<file path="config.mk">
export PLATFORM = sky130hd
export DESIGN_NAME = escaneo_digitos
export DESIGN_NICKNAME = d
export VERILOG_FILES = /design/src/rtl/escaneo_pkg.sv /design/src/rtl/escaneo_digitos_bin2bcd.sv /design/src/rtl/escaneo_digitos.sv
export SDC_FILE = /design/constraint.sdc
export NUM_CORES = 1
export LEC_CHECK = 0
export CAP_MARGIN = 20
export CORE_UTILIZATION = 63
export CTS_CLUSTER_DIAMETER = 30
export DETAILED_ROUTE_END_ITERATION = 8
export DONT_BUFFER_PORTS = 1
export GPL_TIMING_DRIVEN = 0
export PLACE_DENSITY = 0.79
export SLEW_MARGIN = 5
export SYNTH_ARGS = -nofsm -noshare
export SYNTH_HDL_FRONTEND = slang
export SYNTH_SLANG_ARGS = --single-unit
</file>
<file path="constraint.sdc">
create_clock -name clk -period 1.9 [get_ports clk]
set_clock_uncertainty 0.2 [all_clocks]
set_input_delay 0.38 -clock clk [delete_from_list [all_inputs] [get_ports clk]]
set_output_delay 0.38 -clock clk [all_outputs]
set_load 0.02 [all_outputs]
</file>
<file path="src/rtl/escaneo_pkg.sv">
// Shared types and helpers for the BCD display scanner: FSM states, dash
// code, decimal range limit and the double-dabble nibble adjustment.
package escaneo_pkg;

  typedef enum logic [1:0] {
    IDLE,
    CONV,
    COMMIT
  } state_t;

  localparam logic [3:0] DASH_CODE = 4'hF;

  // Largest value that fits in n decimal digits (10^n - 1).
  function automatic int unsigned max_val(input int unsigned n);
    int unsigned v;
    v = 1;
    for (int unsigned i = 0; i < n; i++) v = v * 10;
    return v - 1;
  endfunction

  function automatic logic [3:0] add3(input logic [3:0] nib);
    return (nib >= 4'd5) ? nib + 4'd3 : nib;
  endfunction

endpackage

</file>
<file path="src/rtl/escaneo_digitos_bin2bcd.sv">
// Sequential double-dabble converter: one add-3/shift step per cycle,
// DATA_W steps, then a one-cycle COMMIT strobe with the result.
module bin2bcd_seq
  import escaneo_pkg::*;
#(
  parameter int NUM_DIGITS = 4,
  parameter int DATA_W     = 14
) (
  input  logic                    clk,
  input  logic                    rst,
  input  logic [DATA_W-1:0]       data_in,
  input  logic                    load,
  output logic                    busy,
  output logic [4*NUM_DIGITS-1:0] bcd_out,
  output logic                    ovf_out,
  output logic                    commit
);

  localparam int BCD_W = 4 * NUM_DIGITS;
  localparam int CNT_W = $clog2(DATA_W + 1);
  localparam int unsigned MAX_V = max_val(NUM_DIGITS);

  state_t             state_q, state_d;
  logic [DATA_W-1:0]  shift_q;
  logic [BCD_W-1:0]   scratch_q;
  logic [BCD_W-1:0]   adj;
  logic [CNT_W-1:0]   bit_cnt_q;
  logic               ovf_pend_q;
  logic               last_step;

  assign last_step = (bit_cnt_q == CNT_W'(DATA_W - 1));

  // NOTE: sequential state uses non-blocking (<=) so every register samples
  // pre-edge values; blocking here would create order-dependent races.
  always_ff @(posedge clk) begin
    if (rst) state_q <= IDLE;
    else     state_q <= state_d;
  end

  // NOTE: every combinational output gets a default first, so no path
  // through the case leaves it unassigned and infers a latch.
  always_comb begin
    state_d = state_q;
    unique case (state_q)
      IDLE:    if (load) state_d = CONV;
      CONV:    if (last_step) state_d = COMMIT;
      COMMIT:  state_d = IDLE;
      default: state_d = IDLE;
    endcase
  end

  always_comb begin
    busy   = (state_q != IDLE);
    commit = (state_q == COMMIT);
  end

  always_comb begin
    adj = '0;
    for (int i = 0; i < NUM_DIGITS; i++) adj[4*i +: 4] = add3(scratch_q[4*i +: 4]);
  end

  // Carry out of the top nibble falls off the left end of the combined shift.
  always_ff @(posedge clk) begin
    if (rst) begin
      shift_q    <= '0;
      scratch_q  <= '0;
      bit_cnt_q  <= '0;
      ovf_pend_q <= 1'b0;
    end else begin
      unique case (state_q)
        IDLE: if (load) begin
          shift_q    <= data_in;
          scratch_q  <= '0;
          bit_cnt_q  <= '0;
          ovf_pend_q <= (32'(data_in) > MAX_V);
        end
        CONV: begin
          {scratch_q, shift_q} <= {adj, shift_q} << 1;
          bit_cnt_q            <= bit_cnt_q + CNT_W'(1);
        end
        default: ;
      endcase
    end
  end

  assign bcd_out = scratch_q;
  assign ovf_out = ovf_pend_q;

endmodule

</file>
<file path="src/rtl/escaneo_digitos.sv">
// Binary-to-BCD display front end: holds the committed digits and scans them
// one per SCAN_DIV cycles. Optional leading-zero blanking: ESCANEO_BLANK_CEROS_EN.
module escaneo_digitos
  import escaneo_pkg::*;
#(
  parameter int NUM_DIGITS = 4,
  parameter int DATA_W     = 14,
  parameter int SCAN_DIV   = 50000
) (
  input  logic                  clk,
  input  logic                  rst,
  input  logic [DATA_W-1:0]     data_in,
  input  logic                  load,
  output logic                  busy,
  output logic                  overflow,
  output logic [7:0]            digito_out,
  output logic [NUM_DIGITS-1:0] anodo_out
);

  localparam int BCD_W  = 4 * NUM_DIGITS;
  localparam int SCAN_W = (SCAN_DIV > 1) ? $clog2(SCAN_DIV) : 1;
  localparam int IDX_W  = (NUM_DIGITS > 1) ? $clog2(NUM_DIGITS) : 1;

  logic [BCD_W-1:0]      bcd;
  logic                  conv_ovf;
  logic                  commit;
  logic [BCD_W-1:0]      display_q, display_d;
  logic [SCAN_W-1:0]     scan_cnt_q;
  logic [IDX_W-1:0]      idx_q;
  logic [NUM_DIGITS-1:0] blank;

  bin2bcd_seq #(
    .NUM_DIGITS (NUM_DIGITS),
    .DATA_W     (DATA_W)
  ) u_conv (
    .clk     (clk),
    .rst     (rst),
    .data_in (data_in),
    .load    (load),
    .busy    (busy),
    .bcd_out (bcd),
    .ovf_out (conv_ovf),
    .commit  (commit)
  );

  // Output registers read the post-commit value so new digits appear right
  // after COMMIT rather than one cycle later.
  always_comb begin
    display_d = display_q;
    if (commit) display_d = conv_ovf ? {NUM_DIGITS{DASH_CODE}} : bcd;
  end

  always_ff @(posedge clk) begin
    if (rst) begin
      display_q <= '0;
      overflow  <= 1'b0;
    end else begin
      display_q <= display_d;
      if (commit) overflow <= conv_ovf;
    end
  end

  always_ff @(posedge clk) begin
    if (rst) begin
      scan_cnt_q <= '0;
      idx_q      <= '0;
    end else if (scan_cnt_q == SCAN_W'(SCAN_DIV - 1)) begin
      scan_cnt_q <= '0;
      idx_q      <= (idx_q == IDX_W'(NUM_DIGITS - 1)) ? '0 : idx_q + IDX_W'(1);
    end else begin
      scan_cnt_q <= scan_cnt_q + SCAN_W'(1);
    end
  end

`ifdef ESCANEO_BLANK_CEROS_EN
  // Digit i is blank when it and every digit above it are zero; digit 0 never
  // blanks, and dash nibbles are nonzero so overflow is never blanked.
  logic nz_seen;
  always_comb begin
    blank   = '0;
    nz_seen = 1'b0;
    for (int i = NUM_DIGITS - 1; i > 0; i--) begin
      if (display_d[4*i +: 4] != 4'h0) nz_seen = 1'b1;
      blank[i] = ~nz_seen;
    end
  end
`else
  assign blank = '0;
`endif

  always_ff @(posedge clk) begin
    if (rst) begin
      digito_out <= 8'h00;
      anodo_out  <= '1;
    end else begin
      digito_out <= {4'h0, display_d[4*idx_q +: 4]};
      anodo_out  <= blank[idx_q] ? '1 : ~(NUM_DIGITS'(1) << idx_q);
    end
  end

endmodule

</file>
==> reports/metrics.yaml <==
grt_pass1_wl_um: 13300
layout_min_cycle_time_ps: 1820
cp_num_buf_inv: 3
worstSetupPathType: "register to output port"
crit_top_cell: "buf_4"
vdd_drop_max_uv: 648
ys_seq_area_frac: 0.434
hold_depth: 2
die_area_um2: 6160
cts_tree: "done"
multi_input_area_um2: 1940
totalPowerFinal_mw: 3.34
grt_start_max_net_pins: 13
cp.depth: 4
path_cells: "buf_4 > buf_4 > nor2_2 > inv_2"
numPortBuffers: 0
tightest_slew_ps: 537
cap_viol_max_count: 0
start_util: 0.661
crit_family: "buffers and inverters"
fmax_ghz: 0.548
drive_gt1_frac: 0.142
final_core_util: 0.736
r2r_cells: 6
overflow: 0
crit_required_ps: 1320
numClockSinks: 80
worst-path-max-fanout: 10
clk_pin_slew_ps: 70
hold_path_class: "primary input to register"
worstPathArrival_ps: 1240
gr-usage-all-layers: 0.278
fin_nets: 465
dr.pass1.iters: 4
syn_to_final_growth_pct: 11.2
synth_area_um2: 3690
cts_buffer_depth: 2
antenna_found_initial: 0
vias: 2961
htreeDepth: 3
fp.dieH_um: 78.5
routed_wl_um: 8000
avgViaCountPerCell: 5.82
core_area_um2: 5570
setup_viol: 0
clkLatencyLatePin_ps: 340
postRouteAntennaNets: 0
max_slew_margin: 0.642
leakage_nw: 1.55
maxSlewViolCount: 0
fp.dieW_um: 78.5
drtIter0Drc: 254
fin_cells: 509
std_cell_rows: 27
ios: 31
fin_crit_sh: 0.960
slowest_delay_ps: 350
finalHoldViolations: 0
outcome: "finished, final reports clean"
dp.cells: 490
cts_root_buffer: "clkbuf_8"
n_fill_cell: 410
dp_hpwl_um: 5620
yosysUniqueCellTypes: 40
syn_inst: 415
ys_warn_count: 0
grt_pass1_vias: 2856
avgSynthCellArea_um2: 8.88
cp_slowest_cell: "dfxtp_2"
diodes: 0
cts_inserted_buffers: 9
cp-end-kind: "output port"
route.detailed.drc: 0
start_kind: "register"
seqCellArea_um2: 1600
gp_congestion: 0.857
route.detailed.wl_per_inst_um: 15.7
ys_ff_latch: 80
p_per_area_nw_per_um2: 815
[power by group]
group,internal [mW],total (mW),switching [mW]
Combinational,0.104,0.288,0.184
Clock,0.709,1.29,0.584
Sequential,1.72,1.76,0.0370
[sequential cells by signal, summed over array words and instances, names as in the netlist, 2 cells and up]
| name | count |
|---|---|
| display_q | 16 |
| u_conv.shift_q | 14 |
| idx_q | 2 |
| anodo_out | 4 |
| u_conv.state_q | 2 |
| scan_cnt_q | 16 |
| u_conv.bit_cnt_q | 4 |
| u_conv.bcd_out | 16 |
| digito_out | 4 |
[cell usage after synthesis (all sizes together)]
library cell / number / area (µm²)
a211oi: 1 / 7.51
a21o: 3 / 22.5
a21oi: 20 / 100
a22o: 9 / 78.8
and2: 1 / 6.26
and2b: 1 / 10.0
and3: 2 / 12.5
and4b: 1 / 10.0
buf: 17 / 111
clkbuf: 10 / 37.5
conb: 1 / 3.75
dfxtp: 80 / 1600
ha: 15 / 188
inv: 16 / 60.1
mux2: 1 / 11.3
mux2i: 6 / 60.1
mux4: 4 / 90.1
nand2: 6 / 22.5
nand2b: 11 / 68.8
nand3: 15 / 75.1
nand4: 6 / 37.5
nand4b: 4 / 35.0
nor2: 79 / 302
nor2b: 7 / 43.8
nor3: 13 / 65.1
nor4: 10 / 62.6
nor4b: 2 / 17.5
o21ai: 28 / 140
o22ai: 1 / 6.26
o32ai: 1 / 8.76
or2: 2 / 12.5
or3: 4 / 25.0
or3b: 1 / 8.76
or4b: 16 / 160
xnor2: 16 / 140
xor2: 5 / 43.8
[path summary, 6_finish.rpt]
path,startpoint,to,slack (ps)
worst max-delay path,u_conv.state_q[0],busy,80
worst min-delay path,data_in[10],u_conv.shift_q[10],20
worst max register to register,u_conv.state_q[1],digito_out[1],100
worst min register to register,u_conv.shift_q[5],u_conv.shift_q[5],260
[final cells by class]
cell class / instances / area share
clock inverter: 2 / 0.00915
sequential: 80 / 0.391
multi-input combinational: 295 / 0.474
tap: 72 / 0.0220
inverter: 16 / 0.0146
buffer: 27 / 0.0400
clock buffer: 13 / 0.0412
timing repair buffer: 4 / 0.00793
[cells by family after synthesis]
kind of cell,after synthesis,share of synthesized area
AOI/OAI and AO/OA,63,0.0988
xor gates and xnor gates,21,0.0499
adders and majority gates,15,0.0509
buffers and inverters,43,0.0567
DFF,80,0.434
muxes,11,0.0438
other,1,0.00102
and+or+nand+nor,181,0.264
[layer usage]
layer,wire length [µm],GRT usage,vias to the layer above
li1,-,-,1468
met1,3680,0.363,1410
met2,3890,0.455,69
met3,308,0.0419,14
met4,122,0.120,0
met5,0,0,-
[cell usage in the layout, fill, tap and decap left out, types with 3 or more instances in the layout]
cell / synthesis / routed
a21o_1: 3 / 3
o21ai_0: 14 / 12
nor2_1: 77 / 75
or4b_1: 16 / 14
o21ai_1: 14 / 8
inv_1: 16 / 15
dfxtp_1: 80 / 78
a22o_1: 9 / 9
nor3_1: 13 / 13
xnor2_1: 16 / 16
nand4b_1: 4 / 4
nor2b_1: 7 / 7
clkbuf_1: 10 / 10
or3_1: 4 / 4
nand3_1: 15 / 15
nor2_2: 2 / 3
buf_4: 8 / 12
mux2i_1: 6 / 6
ha_1: 15 / 15
buf_2: 8 / 5
xor2_1: 5 / 5
nand2_1: 6 / 6
clkbuf_8: 0 / 12
nand2b_1: 11 / 11
nor4_1: 10 / 10
conb_1: 1 / 4
a21oi_1: 20 / 19
o21ai_2: 0 / 8
nand4_1: 6 / 6
mux4_2: 4 / 4
[per-stage QoR]
stage / TNS, ps / hold WS [ps] / area [µm²] / setup slack (ps)
final: 0 / 17.2 / 4100 / 76.8
after global routing: -2.97 / 19.4 / 4100 / -2.97
after CTS: 0 / 1.58 / 4020 / 33.6
after detailed placement: -978 / 244 / 3790 / -63.8
after global placement: -152 / 234 / 3790 / -29.1
after floorplan: 0 / 227 / 3700 / 230
[what timing repair did]
item,in CTS,in global routing
setup endpoints to repair,11,29
hold buffers,1,0
pin swaps,0,1
hold endpoints to repair,1,0
buffers inserted,1,2
gates resized for setup,6,21
Note: power is estimated with default switching activity, not from simulation.
